`src/rtl/pgr_apb_mst_32bit_if.sv`:
```
// rtl/pgr_apb_mst_32bit_if.sv - APB3/APB4 bus bundle between the command master and its slave
interface pgr_apb_mst_32bit_if #(
  parameter int ADDR_W = 16
);
  logic              psel;
  logic              penable;
  logic              pwrite;
  logic [ADDR_W-1:0] paddr;
  logic [31:0]       pwdata;
  logic [3:0]        pstrb;
  logic [31:0]       prdata;
  logic              pready;
  logic              pslverr;

  modport master (
    output psel, penable, pwrite, paddr, pwdata, pstrb,
    input  prdata, pready, pslverr
  );

  modport slave (
    input  psel, penable, pwrite, paddr, pwdata, pstrb,
    output prdata, pready, pslverr
  );
endinterface

```
`src/rtl/pgr_apb_mst_32bit.sv`:
```
// rtl/pgr_apb_mst_32bit.sv - turns one parsed UART command into one APB transfer, returns read data as 4 bytes LSB first
module pgr_apb_mst_32bit #(
  parameter int          ADDR_W      = 16,
  parameter int          TIMEOUT_CYC = 255,
  parameter logic [31:0] TO_RDATA    = 32'hFFFF_FFFF
) (
  input  logic                     clk,
  input  logic                     rst,
  input  logic                     cmd_en,
  input  logic                     we,
  input  logic [15:0]              addr,
  input  logic [31:0]              data,
  input  logic [3:0]               strb,
  output logic                     cmd_done,
  output logic                     cmd_err,
  pgr_apb_mst_32bit_if.master      apb,
  output logic [7:0]               tx_data,
  output logic                     tx_valid,
  input  logic                     tx_ready
);

  localparam int                 CNT_W   = $clog2(TIMEOUT_CYC + 1);
  localparam logic [CNT_W-1:0]   TO_LAST = CNT_W'(TIMEOUT_CYC - 1);

  typedef enum logic [2:0] {
    S_IDLE,
    S_SETUP,
    S_ACCESS,
    S_TX,
    S_DONE
  } state_t;

  state_t            state;
  logic [CNT_W-1:0]  cnt;
  logic              err;
  logic [23:0]       rdata_hi;
  logic [1:0]        byte_idx;

  logic              psel_q;
  logic              penable_q;
  logic              pwrite_q;
  logic [ADDR_W-1:0] paddr_q;
  logic [31:0]       pwdata_q;
  logic [3:0]        pstrb_q;

  logic              xfer_end;
  logic              end_err;
  logic [31:0]       end_rdata;

  assign apb.psel    = psel_q;
  assign apb.penable = penable_q;
  assign apb.pwrite  = pwrite_q;
  assign apb.paddr   = paddr_q;
  assign apb.pwdata  = pwdata_q;
  assign apb.pstrb   = pstrb_q;

  // An ACCESS cycle ends either on pready or on the last allowed wait cycle.
  always_comb begin
    xfer_end  = apb.pready || (cnt == TO_LAST);
    end_err   = apb.pready ? apb.pslverr : 1'b1;
    end_rdata = apb.pready ? apb.prdata : TO_RDATA;
  end

  always_ff @(posedge clk) begin
    if (rst) begin
      state     <= S_IDLE;
      cnt       <= '0;
      err       <= 1'b0;
      rdata_hi  <= '0;
      byte_idx  <= '0;
      psel_q    <= 1'b0;
      penable_q <= 1'b0;
      pwrite_q  <= 1'b0;
      paddr_q   <= '0;
      pwdata_q  <= '0;
      pstrb_q   <= '0;
      tx_data   <= '0;
      tx_valid  <= 1'b0;
      cmd_done  <= 1'b0;
      cmd_err   <= 1'b0;
    end else begin
      cmd_done <= 1'b0;
      cmd_err  <= 1'b0;
      case (state)
        S_IDLE: begin
          if (cmd_en) begin
            pwrite_q <= we;
            paddr_q  <= ADDR_W'(addr);
            pwdata_q <= data;
            pstrb_q  <= we ? strb : 4'h0;
            psel_q   <= 1'b1;
            state    <= S_SETUP;
          end
        end
        S_SETUP: begin
          penable_q <= 1'b1;
          cnt       <= '0;
          state     <= S_ACCESS;
        end
        S_ACCESS: begin
          if (xfer_end) begin
            psel_q    <= 1'b0;
            penable_q <= 1'b0;
            err       <= end_err;
            if (pwrite_q) begin
              cmd_done <= 1'b1;
              cmd_err  <= end_err;
              state    <= S_DONE;
            end else begin
              tx_data  <= end_rdata[7:0];
              rdata_hi <= end_rdata[31:8];
              byte_idx <= '0;
              tx_valid <= 1'b1;
              state    <= S_TX;
            end
          end else begin
            cnt <= cnt + CNT_W'(1);
          end
        end
        S_TX: begin
          // tx_valid is held high for the whole of TX, so tx_ready alone marks a handshake.
          if (tx_ready) begin
            if (byte_idx == 2'd3) begin
              tx_valid <= 1'b0;
              cmd_done <= 1'b1;
              cmd_err  <= err;
              state    <= S_DONE;
            end else begin
              byte_idx <= byte_idx + 2'd1;
              tx_data  <= rdata_hi[7:0];
              rdata_hi <= {8'h00, rdata_hi[23:8]};
            end
          end
        end
        S_DONE: begin
          state <= S_IDLE;
        end
        default: begin
          state <= S_IDLE;
        end
      endcase
    end
  end

endmodule

```
`src/flat_wrapper.sv`:
```
// flat-port wrapper written by rule: the top's interface ports become plain ports
module pgr_apb_mst_32bit_flat 
#(
  parameter int          ADDR_W      = 16,
  parameter int          TIMEOUT_CYC = 255,
  parameter logic [31:0] TO_RDATA    = 32'hFFFF_FFFF
)
  (clk, rst, cmd_en, we, addr, data, strb, cmd_done, cmd_err, tx_data, tx_valid, tx_ready, apb_psel, apb_penable, apb_pwrite, apb_paddr, apb_pwdata, apb_pstrb, apb_prdata, apb_pready, apb_pslverr);
  pgr_apb_mst_32bit_if #(.ADDR_W(ADDR_W)) apb_i ();
  input  logic clk;
  input  logic rst;
  input  logic cmd_en;
  input  logic we;
  input  logic [15:0] addr;
  input  logic [31:0] data;
  input  logic [3:0] strb;
  output logic cmd_done;
  output logic cmd_err;
  output logic [7:0] tx_data;
  output logic tx_valid;
  input  logic tx_ready;
  output wire logic [$bits(apb_i.psel)-1:0] apb_psel;
  output wire logic [$bits(apb_i.penable)-1:0] apb_penable;
  output wire logic [$bits(apb_i.pwrite)-1:0] apb_pwrite;
  output wire logic [$bits(apb_i.paddr)-1:0] apb_paddr;
  output wire logic [$bits(apb_i.pwdata)-1:0] apb_pwdata;
  output wire logic [$bits(apb_i.pstrb)-1:0] apb_pstrb;
  input wire logic [$bits(apb_i.prdata)-1:0] apb_prdata;
  input wire logic [$bits(apb_i.pready)-1:0] apb_pready;
  input wire logic [$bits(apb_i.pslverr)-1:0] apb_pslverr;
  assign apb_psel = apb_i.psel;
  assign apb_penable = apb_i.penable;
  assign apb_pwrite = apb_i.pwrite;
  assign apb_paddr = apb_i.paddr;
  assign apb_pwdata = apb_i.pwdata;
  assign apb_pstrb = apb_i.pstrb;
  assign apb_i.prdata = apb_prdata;
  assign apb_i.pready = apb_pready;
  assign apb_i.pslverr = apb_pslverr;
  pgr_apb_mst_32bit #(.ADDR_W(ADDR_W), .TIMEOUT_CYC(TIMEOUT_CYC), .TO_RDATA(TO_RDATA)) u_core (.clk(clk), .rst(rst), .cmd_en(cmd_en), .we(we), .addr(addr), .data(data), .strb(strb), .cmd_done(cmd_done), .cmd_err(cmd_err), .apb(apb_i), .tx_data(tx_data), .tx_valid(tx_valid), .tx_ready(tx_ready));
endmodule
```
`config.mk`:
```
export PLATFORM = sky130hd
export DESIGN_NAME = pgr_apb_mst_32bit_flat
export DESIGN_NICKNAME = d
export VERILOG_FILES = /design/src/rtl/pgr_apb_mst_32bit_if.sv /design/src/rtl/pgr_apb_mst_32bit.sv /design/src/flat_wrapper.sv
export SDC_FILE = /design/constraint.sdc
export NUM_CORES = 1
export LEC_CHECK = 0
export BUFFER_PORTS_ARGS = -buffer_cell sky130_fd_sc_hd__buf_4
export CAP_MARGIN = 20
export CORE_UTILIZATION = 49
export CTS_BUF_LIST = sky130_fd_sc_hd__clkbuf_16
export CTS_CLUSTER_DIAMETER = 120
export DETAILED_ROUTE_END_ITERATION = 10
export HOLD_SLACK_MARGIN = 0.03
export PLACE_DENSITY = 0.79
export SETUP_SLACK_MARGIN = 0.1
export SYNTH_ARGS = -nofsm -noshare
export SYNTH_HDL_FRONTEND = slang
export SYNTH_SLANG_ARGS = --single-unit
```
`constraint.sdc`:
```
create_clock -name clk -period 2.5 [get_ports clk]
set_input_delay 0.5 -clock clk [delete_from_list [all_inputs] [get_ports clk]]
set_output_delay 0.5 -clock clk [all_outputs]
set_load 0.1 [all_outputs]
```
==> key figures <==
Setup path
  – Maximum fanout along the worst path: 69
  – Slowest-stage cell, CP: or4_1
  – WP data arrival: 2.21 ns
  – Worst R2R Start: u_core.cnt[0]$_SDFFE_PP0P_
  – RR Endpoint: u_core.tx_data[1]$_SDFFE_PP0P_
  – Worst reg-to-reg setup slack: 0.55 ns
  – Largest stage delay on the critical path: 0.55 ns
  – R2R cell count: 7
  – Startpoint types: register
  – WS Path Type: register to register
  – Worst Path Required: 2.76 ns
  – CP cell instances: inv_1 -> ha_1 -> and3_1 -> a211oi_4 -> buf_12 -> or4_1 -> a21oi_1
  – CP Capture Type: register

Floorplan
  – DIE WIDTH: 96.46 um
  – # IOs: 157
  – Core area: 8678 um^2
  – Chip Height: 96.46 um
  – Die ar.: 9304 um^2
  – Core Rows: 34
  – Initial Util: 50.37%

Cells and area
  – Final nets: 768
  – Ant diodes: 0
  – Post-layout util: 67.69%
  – Area grow syn2layout: 34.37%
  – Final instance area: 5874 um^2
  – Share of layout cells above drive strength 1: 27.54%

Timing
  – Hold_ws: 0.3975 ns
  – RSZ-0062 raised after global routing: false
  – Setup WS post-layout: 0.5512 ns
  – Post-route minimum period: 1.949 ns
  – Final max-slew violation count: 0
  – Setup TNS: 0 ns
  – Hold Vio Cnt, Final: 0
  – Fmax: 513.1 MHz
  – Final setup fails: 0
  – Final period util: 77.95%
  – Clk_skew: 0.01033 ns
  – Slew margin rel.: 62.48%
  – Worst Max-Slew Pin Slew: 0.5628 ns

Power
  – Reg power frac: 38.2%
  – Pleak: 2.452 nW
  – Combinational share of power: 35.3%
  – Peak VDD IR: 0.5543 mV
  – Sw power: 2.090 mW
  – Switching Fraction: 41.18%
  – Cell Int Power: 2.986 mW
  – Clk pwr share: 26.5%
  – Pwr/cell area: 864.1 nW/um^2

Worst hold path
  – Hold path start: addr[15]
  – Hold depth: 3
  – Hold EP: u_core.apb.paddr[15]$_SDFFE_PP0P_
  – HP Class: input pin to register

Global routing
  – Largest net degree at the start of global routing: 70
  – Initial antenna violation count: 0
  – Remaining global-route overflow: 0
  – Vias in the first global route: 3861
  – First-pass GRT wire length: 17.62 mm
  – GRT Util Overall: 23.77%

Placement
  – Post-place instance area: 5589 um^2
  – Placed wire-length estimate: 7.702 mm
  – I/O Buffers: 156
  – Pre-CTS WS: 0.5892 ns
  – Final Wtd Congestion: 0.8290

Clock network
  – CTS hold repair buffers: 0
  – CTS root buf: clkbuf_16
  – Inserted Clock Buffers: 9
  – Reg clk slew, reported paths: 0.08 ns
  – CTS max path bufs: 2
  – CTS tree: yes
  – Worst skew pair latency: 0.34 ns
  – Clk sinks: 104
  – H-tree Lvls: 3
  – # resized after CTS: 0
  – Post-CTS Setup Inserts: 0

Route
  – Avg WL per Cell: 14.52 um
  – Vias per std cell: 5.479
  – Vias: 4312
  – Post-DRT Antenna Nets: 0
  – Post-route DRC: 0
  – Routed WL: 11.43 mm
  – First-pass iteration count of the detailed router: 4
  – DRT iter0 DRCs: 167

Logic synthesis
  – Post-synth EDFFs: 0
  – FF+latch count, synth: 104
  – Synth warnings: 0
  – Top FF cell, synth: dfxtp_1
  – Register area share after synthesis: 47.62%
  – Fraction of registers with async set/reset: 0%
  – Mapped Cells: 544
  – Syn Area/Cell: 8.036 um^2
  – Mapped cell area: 4372 um^2
  – Post-synth cell types: 41
  – Post-Syn Nets: 638

Run
  – Max-cap violations: 0

Status
  – Outcome: finished, final reports clean
[flip-flops by register name, indices dropped and copies added, names as in the netlist, 2 cells and up]
register           flops
u_core.apb.pwdata     32
u_core.rdata_hi       24
u_core.apb.paddr      16
u_core.cnt             8
u_core.tx_data         8
u_core.apb.pstrb       4
u_core.state           3
u_core.byte_idx        2
[critical path: cells and delay by family, from the launching register on]
family	cells	cell delay, ns
buffers and inverters	2	0.26
adders and majority gates	1	0.13
AOI/OAI and AO/OA	2	0.28
DFF	1	0.34
and+or+nand+nor	2	0.84
[cell families (layout without fill, tap and decap cells)]
family,count (synthesis),count (layout),synth area share (%)
simple gates,229,229,26.59
compound gates,159,159,19.72
flops,104,104,47.62
buf+inv,48,183,4.980
fa+ha+maj,3,3,0.8587
mux,1,1,0.2290
[worst max path at each step]
| stage | endpoint | startpoint | cells after the start | slack [ns] |
|---|---|---|---|---|
| after CTS | u_core.tx_data[1]$_SDFFE_PP0P_ | u_core.cnt[0]$_SDFFE_PP0P_ | 7 | 0.55 |
| after global placement | u_core.cnt[6]$_SDFFE_PP0P_ | rst | 5 | 0.66 |
| after global routing | u_core.tx_data[1]$_SDFFE_PP0P_ | u_core.cnt[0]$_SDFFE_PP0P_ | 7 | 0.43 |
| after detailed placement | u_core.tx_data[1]$_SDFFE_PP0P_ | u_core.state[0]$_SDFFE_PP0P_ | 5 | 0.59 |
| final | u_core.tx_data[1]$_SDFFE_PP0P_ | u_core.cnt[0]$_SDFFE_PP0P_ | 7 | 0.55 |
| after floorplan | u_core.tx_data[7]$_SDFFE_PP0P_ | u_core.apb.pwrite$_SDFFE_PP0P_ | 6 | 0.33 |
[per-layer routing]
metal	vias to the layer above	wire length, um	track usage, %
li1	2163	-	-
met1	2017	4908	31.71
met2	120	5603	38.44
met3	12	762	6.495
met4	0	150	5.147
met5	-	0	0
[per-stage QoR]
stage                     std cells  total power [mW]
after floorplan                 544             3.320
after global placement          771             3.730
after detailed placement        771             3.766
after CTS                       787             5.101
after global routing            787             5.310
final                           787             5.076
[cell usage in the layout (no fill, tap or decap), types with 3 or more instances in the layout]
| cell | n |
|---|---|
| buf_12 | 3 |
| a21oi_1 | 94 |
| dfxtp_1 | 104 |
| o21ai_0 | 39 |
| o21a_1 | 4 |
| o21ai_1 | 8 |
| or4_1 | 26 |
| a31oi_1 | 4 |
| nand2_1 | 110 |
| and3_1 | 3 |
| nor2_1 | 31 |
| or3_1 | 8 |
| nor3b_1 | 24 |
| ha_1 | 3 |
| buf_4 | 161 |
| nand3_1 | 12 |
| clkbuf_16 | 9 |
[power groups by stage]
stage	registers [mW]	logic [mW]	clock network, mW
global route	1.96	1.90	1.45
global placement	1.96	1.76	0
finish	1.94	1.79	1.34
CTS	1.94	1.80	1.36
detailed placement	1.97	1.80	0
floorplan	2.78	0.545	0
[cells in the mapped netlist (2+ instances only)]
library cell	number	area [um^2]
o21ai_0	39	195.2
o21ai_1	9	45.04
nand2_1	110	412.9
and3_1	3	18.77
buf_2	3	15.01
nor2_1	31	116.4
nand3_1	12	60.06
nor3_1	2	10.01
nor3b_1	24	180.2
a31oi_1	4	25.02
inv_1	2	7.510
clkbuf_1	37	138.9
buf_6	4	45.04
ha_1	3	37.54
dfxtp_1	104	2082
a21oi_1	94	470.5
or3_1	8	50.05
or4_1	26	195.2
o21a_1	4	30.03
or4b_1	2	20.02
a41oi_1	2	17.52
nor2b_1	2	12.51
[cell type report]
class | instances | area (um^2)
Inverter | 3 | 11.26
Fill cell | 723 | 2804
Timing Repair Buffer | 164 | 1269
Multi-Input combinational cell | 392 | 2092
Clock inverter | 7 | 60.06
Clock buffer | 9 | 225.2
Sequential cell | 104 | 2082
Tap cell | 108 | 135.1
No activity file was read; power rests on OpenSTA's default activity.
